### config.mk
export PLATFORM = sky130hd
export DESIGN_NAME = ui_bus_arbiter_flat
export DESIGN_NICKNAME = d
export VERILOG_FILES = /design/src/rtl/ui_bus_arbiter_if.sv /design/src/rtl/ui_bus_arbiter.sv /design/src/flat_wrapper.sv
export SDC_FILE = /design/constraint.sdc
export NUM_CORES = 1
export LEC_CHECK = 0
export ABC_AREA = 0
export BUFFER_PORTS_ARGS = -buffer_cell sky130_fd_sc_hd__buf_4
export CORE_UTILIZATION = 30
export DETAILED_ROUTE_END_ITERATION = 8
export PLACE_DENSITY = 0.68
export REMOVE_ABC_BUFFERS = 1
export SKIP_LAST_GASP = 1
export SLEW_MARGIN = 15
export SYNTH_ARGS = -nofsm -noshare
export SYNTH_HDL_FRONTEND = slang
export SYNTH_SLANG_ARGS = --single-unit
export TNS_END_PERCENT = 10
### constraint.sdc
create_clock -name clk -period 1.75 [get_ports clk]
set_input_delay 0 -clock clk [delete_from_list [all_inputs] [get_ports clk]]
set_output_delay 0 -clock clk [all_outputs]
set_load 0.005 [all_outputs]
### src/rtl/ui_bus_arbiter_if.sv
// Bus bundle between the two requesters, the arbiter and the UI device controller.
// The slave view is the arbiter; the master view is the requester/device side.
interface ui_bus_arbiter_if #(
  parameter int DBITS = 32
);
  logic [1:0]       req;
  logic             wrtEn0;
  logic             wrtEn1;
  logic [1:0]       uiDevice0;
  logic [1:0]       uiDevice1;
  logic [DBITS-1:0] in0;
  logic [DBITS-1:0] in1;
  logic [1:0]       lock;
  logic [1:0]       ack;
  logic [DBITS-1:0] rdata;
  logic             busy;
  logic             dev_wrtEn;
  logic [1:0]       dev_uiDevice;
  logic [DBITS-1:0] dev_in;
  logic [DBITS-1:0] dev_out;

  modport slave (
    input  req, wrtEn0, wrtEn1, uiDevice0, uiDevice1, in0, in1, lock, dev_out,
    output ack, rdata, busy, dev_wrtEn, dev_uiDevice, dev_in
  );

  modport master (
    output req, wrtEn0, wrtEn1, uiDevice0, uiDevice1, in0, in1, lock, dev_out,
    input  ack, rdata, busy, dev_wrtEn, dev_uiDevice, dev_in
  );
endinterface

### src/rtl/ui_bus_arbiter.sv
// Round-robin two-port arbiter in front of the UI device controller, one access in flight.
// Define UI_ARB_LOCK_EN to let a port keep the grant for up to 4 locked accesses.
module ui_bus_arbiter #(
  parameter int DBITS = 32
) (
  input logic            clk,
  input logic            reset,
  ui_bus_arbiter_if.slave bus
);
  typedef enum logic [1:0] {
    IDLE   = 2'd0,
    ACCESS = 2'd1,
    RESP   = 2'd2
  } state_t;

  state_t           state_reg, state_next;
  logic             winner_reg, winner_next;
  logic             last_served_reg, last_served_next;
  logic             dev_wrten_reg, dev_wrten_next;
  logic [1:0]       cmd_dev_reg, cmd_dev_next;
  logic [DBITS-1:0] cmd_in_reg, cmd_in_next;
  logic [DBITS-1:0] rdata_reg, rdata_next;
  logic             grant;
  wire  [1:0]       ack_vec;

`ifdef UI_ARB_LOCK_EN
  logic             lock_hold_reg, lock_hold_next;
  logic [1:0]       lock_cnt_reg, lock_cnt_next;
`else
  logic             lock_unused;
  assign lock_unused = ^bus.lock;
`endif

  always_comb begin
    case (bus.req)
      2'b10:   grant = 1'b1;
      2'b11:   grant = ~last_served_reg;
      default: grant = 1'b0;
    endcase
`ifdef UI_ARB_LOCK_EN
    // A held lock overrides round-robin as long as the locking port is still asking.
    if (lock_hold_reg && bus.req[winner_reg]) begin
      grant = winner_reg;
    end
`endif
  end

  always_comb begin
    state_next       = state_reg;
    winner_next      = winner_reg;
    last_served_next = last_served_reg;
    dev_wrten_next   = dev_wrten_reg;
    cmd_dev_next     = cmd_dev_reg;
    cmd_in_next      = cmd_in_reg;
    rdata_next       = rdata_reg;
`ifdef UI_ARB_LOCK_EN
    lock_hold_next   = lock_hold_reg;
    lock_cnt_next    = lock_cnt_reg;
`endif
    case (state_reg)
      IDLE: begin
        if (bus.req != 2'b00) begin
          winner_next    = grant;
          dev_wrten_next = grant ? bus.wrtEn1    : bus.wrtEn0;
          cmd_dev_next   = grant ? bus.uiDevice1 : bus.uiDevice0;
          cmd_in_next    = grant ? bus.in1       : bus.in0;
`ifdef UI_ARB_LOCK_EN
          if (!(lock_hold_reg && (grant == winner_reg))) begin
            lock_cnt_next = 2'd0;
          end
`endif
          state_next     = ACCESS;
        end
      end
      ACCESS: begin
        dev_wrten_next = 1'b0;
        rdata_next     = bus.dev_out;
        state_next     = RESP;
`ifdef UI_ARB_LOCK_EN
        // The fourth consecutive locked grant releases the lock unconditionally.
        if (bus.lock[winner_reg] && (lock_cnt_reg != 2'd3)) begin
          lock_hold_next = 1'b1;
          lock_cnt_next  = lock_cnt_reg + 2'd1;
        end else begin
          last_served_next = winner_reg;
          lock_hold_next   = 1'b0;
          lock_cnt_next    = 2'd0;
        end
`else
        last_served_next = winner_reg;
`endif
      end
      RESP: begin
        state_next = IDLE;
      end
      default: begin
        state_next = IDLE;
      end
    endcase
  end

  always_ff @(posedge clk or negedge reset) begin
    if (!reset) begin
      state_reg       <= IDLE;
      winner_reg      <= 1'b0;
      last_served_reg <= 1'b1;
      dev_wrten_reg   <= 1'b0;
      cmd_dev_reg     <= 2'b00;
      cmd_in_reg      <= '0;
      rdata_reg       <= '0;
`ifdef UI_ARB_LOCK_EN
      lock_hold_reg   <= 1'b0;
      lock_cnt_reg    <= 2'd0;
`endif
    end else begin
      state_reg       <= state_next;
      winner_reg      <= winner_next;
      last_served_reg <= last_served_next;
      dev_wrten_reg   <= dev_wrten_next;
      cmd_dev_reg     <= cmd_dev_next;
      cmd_in_reg      <= cmd_in_next;
      rdata_reg       <= rdata_next;
`ifdef UI_ARB_LOCK_EN
      lock_hold_reg   <= lock_hold_next;
      lock_cnt_reg    <= lock_cnt_next;
`endif
    end
  end

  generate
    for (genvar gi = 0; gi < 2; gi++) begin : g_ack
      assign ack_vec[gi] = (state_reg == RESP) && (winner_reg == 1'(gi));
    end
  endgenerate

  assign bus.ack          = ack_vec;
  assign bus.rdata        = rdata_reg;
  assign bus.busy         = (state_reg != IDLE);
  assign bus.dev_wrtEn    = dev_wrten_reg;
  assign bus.dev_uiDevice = cmd_dev_reg;
  assign bus.dev_in       = cmd_in_reg;
endmodule

### src/flat_wrapper.sv
// flat-port wrapper written by rule: the top's interface ports become plain ports
module ui_bus_arbiter_flat 
#(
  parameter int DBITS = 32
)
  (clk, reset, bus_req, bus_wrtEn0, bus_wrtEn1, bus_uiDevice0, bus_uiDevice1, bus_in0, bus_in1, bus_lock, bus_dev_out, bus_ack, bus_rdata, bus_busy, bus_dev_wrtEn, bus_dev_uiDevice, bus_dev_in);
  ui_bus_arbiter_if #(.DBITS(DBITS)) bus_i ();
  input logic clk;
  input logic reset;
  input wire logic [$bits(bus_i.req)-1:0] bus_req;
  input wire logic [$bits(bus_i.wrtEn0)-1:0] bus_wrtEn0;
  input wire logic [$bits(bus_i.wrtEn1)-1:0] bus_wrtEn1;
  input wire logic [$bits(bus_i.uiDevice0)-1:0] bus_uiDevice0;
  input wire logic [$bits(bus_i.uiDevice1)-1:0] bus_uiDevice1;
  input wire logic [$bits(bus_i.in0)-1:0] bus_in0;
  input wire logic [$bits(bus_i.in1)-1:0] bus_in1;
  input wire logic [$bits(bus_i.lock)-1:0] bus_lock;
  input wire logic [$bits(bus_i.dev_out)-1:0] bus_dev_out;
  output wire logic [$bits(bus_i.ack)-1:0] bus_ack;
  output wire logic [$bits(bus_i.rdata)-1:0] bus_rdata;
  output wire logic [$bits(bus_i.busy)-1:0] bus_busy;
  output wire logic [$bits(bus_i.dev_wrtEn)-1:0] bus_dev_wrtEn;
  output wire logic [$bits(bus_i.dev_uiDevice)-1:0] bus_dev_uiDevice;
  output wire logic [$bits(bus_i.dev_in)-1:0] bus_dev_in;
  assign bus_i.req = bus_req;
  assign bus_i.wrtEn0 = bus_wrtEn0;
  assign bus_i.wrtEn1 = bus_wrtEn1;
  assign bus_i.uiDevice0 = bus_uiDevice0;
  assign bus_i.uiDevice1 = bus_uiDevice1;
  assign bus_i.in0 = bus_in0;
  assign bus_i.in1 = bus_in1;
  assign bus_i.lock = bus_lock;
  assign bus_i.dev_out = bus_dev_out;
  assign bus_ack = bus_i.ack;
  assign bus_rdata = bus_i.rdata;
  assign bus_busy = bus_i.busy;
  assign bus_dev_wrtEn = bus_i.dev_wrtEn;
  assign bus_dev_uiDevice = bus_i.dev_uiDevice;
  assign bus_dev_in = bus_i.dev_in;
  ui_bus_arbiter #(.DBITS(DBITS)) u_core (.clk(clk), .reset(reset), .bus(bus_i));
endmodule
==> flow_metrics.tcl, run 1 <==
set metrics [dict create \
    status "finished, final reports clean" \
    critical_path_arrival_ps 1650 \
    drt_first_pass_iters 6 \
    core_mm2 0.0103 \
    die_width_um 105 \
    dieHeight_um 105 \
    syn_area_mm2 0.00317 \
    worst_pin_slew_ps 910 \
    routed_via_density 4.54 \
    synth_cells 238 \
    finalNetCount 623 \
    crit_family "flip-flops" \
    wl_per_cell_um 15.9 \
    yosysTopAreaCellShare_pct 55.3 \
    drv_cap 0 \
    cts.sinks 71 \
    p_total_w 0.00809 \
    slew_headroom_pct 39.3 \
    clock_latency_ps 340 \
    synthArstFlopShare_pct 100 \
    critPathBufInv 1 \
    clk_path_buf_depth 2 \
    htreeDepth 3 \
    yosysMostFrequentCell "dfrtp_1" \
    synthTopCellsByArea "dfrtp_1 55%, mux2i_1 11%, mux2_1 9.9%" \
    min_path_cells 3 \
    fmax_mhz 702 \
    setup.worst_path.start_class "register" \
    grt_pass1_vias 3305 \
    synth_seq_cells 71 \
    yosysUniqueCellTypes 20 \
    final_layout_size_suffix_gt1_share_pct 45.4 \
    critPathSlowestCell "dfstp_2" \
    rsz0062_at_grt "no" \
    num_antenna_cells 0 \
    p_leak_nw 2.73 \
    final_max_slew_viol_count 0 \
    power_density_mw_per_mm2 1390 \
    slowest_delay_ps 540 \
    avgSynthCellArea_um2 13.3 \
    antenna_found_initial 0 \
    io_buffers 175 \
    path_cells "a21bo_2 -> buf_12 -> mux2i_1 -> a21oi_2" \
    synth-main-ff-cell "dfrtp_1" \
    gr-usage-all-layers_pct 19.5 \
    detail-route-antenna-nets 0 \
    worst_clock_skew_ps 13.6 \
    layout_setup_ws_ps 326 \
    wl_mm 10.4 \
    die-area_mm2 0.0110 \
    first_iter_violations 94 \
    grt_max_degree 72 \
    setup_viol 0 \
    cp.required_ps 1970 \
    grt_pass1_wl_mm 16.7 \
    post_cts_resized 0 \
    synth_edf_count 0 \
    regToRegStartpoint "u_core.last_served_reg" \
    post-route-period-util_pct 81.4 \
    syn_to_final_growth_pct 83.8 \
    min_period_ps 1420 \
    row_count 37 \
    finalWeightedCongestion 0.655 \
    vias 2979 \
    cts_setup_buffers 0 \
    crit_fanout 25 \
    post-place-ws_ps 338 \
    overflow 0 \
    cts_root_buf "clkbuf_8" \
    num_io_pins 178 \
    seq_area_frac_synth_pct 56.1 \
    rrSetupSlack_ps 330 \
    r2r_end "u_core.bus.dev_in[26]" \
    endpoint_kind "register" \
    drc 0 \
    cts_tree "done" \
    min_path_type "primary input to register" \
    start_util_pct 30.8 \
    worstHoldEndpoint "u_core.state_reg[0]" \
    yosysWarningCount 0 \
    max-vdd-ir-drop_v 0.000689 \
    cts_buffers 9 \
    yosys-top-cells-count "70 x dfrtp_1, 40 x a21oi_1, 35 x mux2i_1" \
    clk_pin_slew_ps 80 \
    hold_viol 0 \
    r2r_cells 4 \
    path_class "register to register" \
    place_hpwl_mm 5.54 \
    synth_top_area_cell "dfrtp_1" \
    hold_start "bus_req[0]" \
]
==> cell usage in the layout, fill, tap and decap left out <==
cell and n:
nor3b_1 2, dfrtp_1 70, mux2_1 28, dlygate4sd3_1 103, a21bo_2 1, clkinv_2 3
a211oi_1 1, mux2i_1 35, dfstp_2 1, a21oi_1 40, nor2_4 1, clkbuf_1 1
inv_1 2, clkinv_4 1, or2_1 1, buf_12 4, nor2b_4 1, a21oi_2 29
and2_4 1, clkinvlp_4 2, clkbuf_8 9, mux2_2 5, o22ai_1 1, buf_4 178
==> repair_timing <==
item                                    4_1_cts  5_1_grt
endpoints found under the hold margin       137        0
hold buffers                                103        0
endpoints found under the setup margin        0        0
==> worst max path at each step <==
stage,from,endpoint,slack (ps),cells after the start
6_report,u_core.last_served_reg,u_core.bus.dev_in[26],330,4
5_1_grt,u_core.last_served_reg,u_core.bus.dev_in[3],250,4
4_1_cts,u_core.last_served_reg,u_core.bus.dev_in[10],330,4
3_5_place_dp,u_core.last_served_reg,u_core.bus.dev_in[10],340,4
3_3_place_gp,u_core.last_served_reg,u_core.bus.dev_in[10],380,4
2_1_floorplan,u_core.state_reg[0],u_core.bus.rdata[12],-840,2
==> final cells by class <==
class	instances	area, um^2
clock buffer	10	128
clock inverter	6	38.8
fill	832	4450
inverter	2	7.51
multi-input combinational	146	1250
sequential	71	1780
tap	136	170
timing repair buffer	285	2450
==> metal layers <==
layer	GRT usage (%)	vias to the layer above	part of all wire, %
li1	-	1406	-
met1	22.4	1405	40
met2	34.4	141	51
met3	4.93	27	6.7
met4	8.15	0	2.6
met5	0	-	0
==> logic make-up (layout without fill, tap and decap cells) <==
kind of cell           count (synthesis)  count (layout)  synth area share (%)
AOI/OAI and AO/OA                     72              72                  15.1
buffers and inverters                 21             303                  4.54
DFF                                   71              71                  56.1
muxes                                 68              68                  22.8
and+or+nand+nor                        6               6                  1.50
==> power breakdown <==
group	internal, W	switching [W]
sequential	0.00249	0.000478
clock	0.000510	0.000620
combinational	0.00227	0.00172
total	0.00527	0.00282
==> tightest hold or removal path, stage by stage <==
cell and delay, ps:
buf_4 80, or2_1 100, and2_4 280
==> per-stage QoR <==
| step | TNS (ps) | utilization, % | hold slack [ps] | area (um^2) | cells |
|---|---|---|---|---|---|
| after floorplan | -27520 | - | -296 | 3030 | 219 |
| after global placement | 0 | 45.0 | 178 | 4630 | 537 |
| after detailed placement | 0 | 45.0 | 187 | 4630 | 537 |
| after CTS | 0 | 56.7 | 197 | 5820 | 656 |
| after global routing | 0 | 56.7 | 206 | 5820 | 656 |
| final | 0 | 56.7 | 212 | 5820 | 656 |
Note: power is estimated with default switching activity, not from simulation.
==> run 2: changes to the inputs <==
--- a/config.mk
+++ b/config.mk
@@ -5,11 +5,11 @@
 export SDC_FILE = /design/constraint.sdc
 export NUM_CORES = 1
 export LEC_CHECK = 0
-export ABC_AREA = 0
+export ABC_AREA = 1
 export BUFFER_PORTS_ARGS = -buffer_cell sky130_fd_sc_hd__buf_4
 export CORE_UTILIZATION = 30
 export DETAILED_ROUTE_END_ITERATION = 8
-export PLACE_DENSITY = 0.68
+export PLACE_DENSITY = 0.69
 export REMOVE_ABC_BUFFERS = 1
 export SKIP_LAST_GASP = 1
 export SLEW_MARGIN = 15
==> constraint.sdc (replaced) <==
create_clock -name clk -period 1.3 [get_ports clk]
set_input_delay 0 -clock clk [delete_from_list [all_inputs] [get_ports clk]]
set_output_delay 0 -clock clk [all_outputs]
set_load 0.005 [all_outputs]
==> flow_metrics.tcl, run 2 <==
set metrics [dict create \
    crit_end "bus_ack[0]" \
    r2r_end "u_core.winner_reg" \
    synth_cells 452 \
    rsz0062_at_grt "yes" \
    final_layout_size_suffix_gt1_share_pct 29.4 \
    crit_start "u_core.state_reg[0]" \
    grt_max_degree 72 \
    crit_fanout 5 \
    die_width_um 108 \
    yosysUniqueCellTypes 17 \
    fin_area_mm2 0.00606 \
    finalWeightedCongestion 0.748 \
    clk_path_buf_depth 2 \
    syn_area_mm2 0.00340 \
    slowest_delay_ps 420 \
    num_antenna_cells 0 \
    path_cells "nor3_1 -> buf_4" \
    cts_tree "done" \
    cts_buffers 9 \
    yosysMostFrequentCell "nand2_1" \
    synth_seq_cells 71 \
    io_buffers 175 \
    yosysWarningCount 0 \
    yosys-top-cells-count "203 x nand2_1, 73 x inv_1, 71 x nand3_1" \
    htreeDepth 3 \
    p_total_w 0.0116 \
    clock_latency_ps 320 \
    endpoint_kind "output port" \
    syn_to_final_growth_pct 78.4 \
    grt_pass1_vias 3699 \
    row_count 38 \
    worst_clock_skew_ps 7.12 \
    setup_viol 0 \
    worst_pin_slew_ps 589 \
    overflow 0 \
    seq_area_frac_synth_pct 52.4 \
    cts.sinks 71 \
    final.setup.tns_ps 0 \
    p_leak_nw 3.44 \
    final_common_cell "nand2_1" \
    regToRegStartpoint "u_core.state_reg[0]" \
    min_path_type "primary input to register" \
    drv_cap 0 \
    setup.worst_path.start_class "register" \
    hold_viol 0 \
    critPathSlowestCell "dfrtp_1" \
    rrSetupSlack_ps 80 \
    r2r_cells 4 \
    routed_via_density 4.40 \
    synth_top_area_cell "dfrtp_1" \
    power_density_mw_per_mm2 1910 \
    post-route-period-util_pct 94.4 \
    final_max_slew_viol_count 0 \
    antenna_found_initial 0 \
    layout_common_cells "203 x nand2_1, 179 x buf_4, 83 x dlygate4sd3_1, 73 x inv_1, 71 x nand3_1" \
    min_period_ps 1230 \
    path_class "register to output port" \
    avgSynthCellArea_um2 7.51 \
    start_util_pct 31.1 \
    max-vdd-ir-drop_v 0.000880 \
    slew_headroom_pct 60.6 \
    cts_root_buf "clkbuf_16" \
    status "finished, final reports clean" \
    clk_pin_slew_ps 60 \
    vias 3764 \
    yosysTopAreaCellShare_pct 51.6 \
    critical_path_arrival_ps 1230 \
    first_iter_violations 226 \
    dieHeight_um 108 \
    final_core_util_pct 55.4 \
    num_io_pins 178 \
    drt_first_pass_iters 5 \
    fmax_mhz 815 \
    gr-usage-all-layers_pct 18.5 \
    place_hpwl_mm 6.57 \
    synthTopCellsByArea "dfrtp_1 52%, nand2_1 22%, nand3_1 10%" \
    grt_pass1_wl_mm 16.7 \
    wl_mm 10.8 \
    detail-route-antenna-nets 0 \
    synthArstFlopShare_pct 100 \
    synth_edf_count 0 \
    die-area_mm2 0.0117 \
    core_mm2 0.0109 \
    drc 0 \
    cp.required_ps 1300 \
    synth-main-ff-cell "dfrtp_1" \
    dpl_cell_area_mm2 0.00489 \
    wl_per_cell_um 12.6 \
    finalNetCount 818 \
]
## run 2: kinds of logic (layout without fill, tap and decap cells)
group	Yosys count	count (layout)	synth area share [%]
AND/OR/NAND/NOR	282	282	34.5
buffers and inverters	96	358	12.4
flip-flops	71	71	52.4
AO/OA/AOI/OAI	3	4	0.774
## run 2: report_power, final
| group | switching [W] | internal [W] | leakage [nW] |
|---|---|---|---|
| Clock | 0.000881 | 0.00164 | 0.155 |
| Sequential | 0.000652 | 0.00333 | 0.867 |
| Combinational | 0.00247 | 0.00259 | 2.42 |
| Total | 0.00400 | 0.00756 | 3.44 |
## run 2: stage by stage
step | cells | hold slack (ps) | setup WS, ps
4_1_cts | 854 | 0.258 | 24.6
3_5_place_dp | 755 | 40.1 | 15.6
6_report | 855 | 7.10 | 73.2
5_1_grt | 855 | 6.13 | -14.3
2_1_floorplan | 430 | -296 | -216
3_3_place_gp | 755 | 39.8 | 30.4
## run 2: how the worst min path moves through the flow
stage / from / end / slack [ps] / cells past startpoint
3_3_place_gp: reset / u_core.bus.rdata[0] / 40 / 2
3_5_place_dp: reset / u_core.bus.rdata[29] / 40 / 2
4_1_cts: bus_in1[24] / u_core.bus.dev_in[24] / 0.3 / 5
2_1_floorplan: reset / u_core.bus.dev_in[0] / -300 / 0
6_report: bus_in1[2] / u_core.bus.dev_in[2] / 7 / 5
5_1_grt: bus_in1[18] / u_core.bus.dev_in[18] / 6 / 5
## run 2: final cells by class
type / instances / area [um^2]
Inverter: 74 / 278
Clock inverter: 4 / 51.3
Fill cell: 927 / 4880
Timing Repair Buffer: 268 / 2290
Multi-Input combinational cell: 286 / 1210
Sequential cell: 71 / 1780
Tap cell: 140 / 175
Clock buffer: 12 / 267
## run 2: worst max-delay path, delay by kind of cell (launching register included)
family        cells  cell delay, ps
simple gates      1             310
buf+inv           1             170
flops             1             420
## run 2: timing repair
action                                 4_1_cts  5_1_grt
buffers inserted                             0        0
hold buffers                                83        0
gates resized for setup                      0        2
setup endpoints to repair                    0       22
endpoints found under the hold margin      137        0
## run 2: metal layers
metal	GRT usage, %	wire length (um)
met4	8.20	271
met1	21.1	4440
met2	32.8	5360
met5	0	0
met3	4.16	742
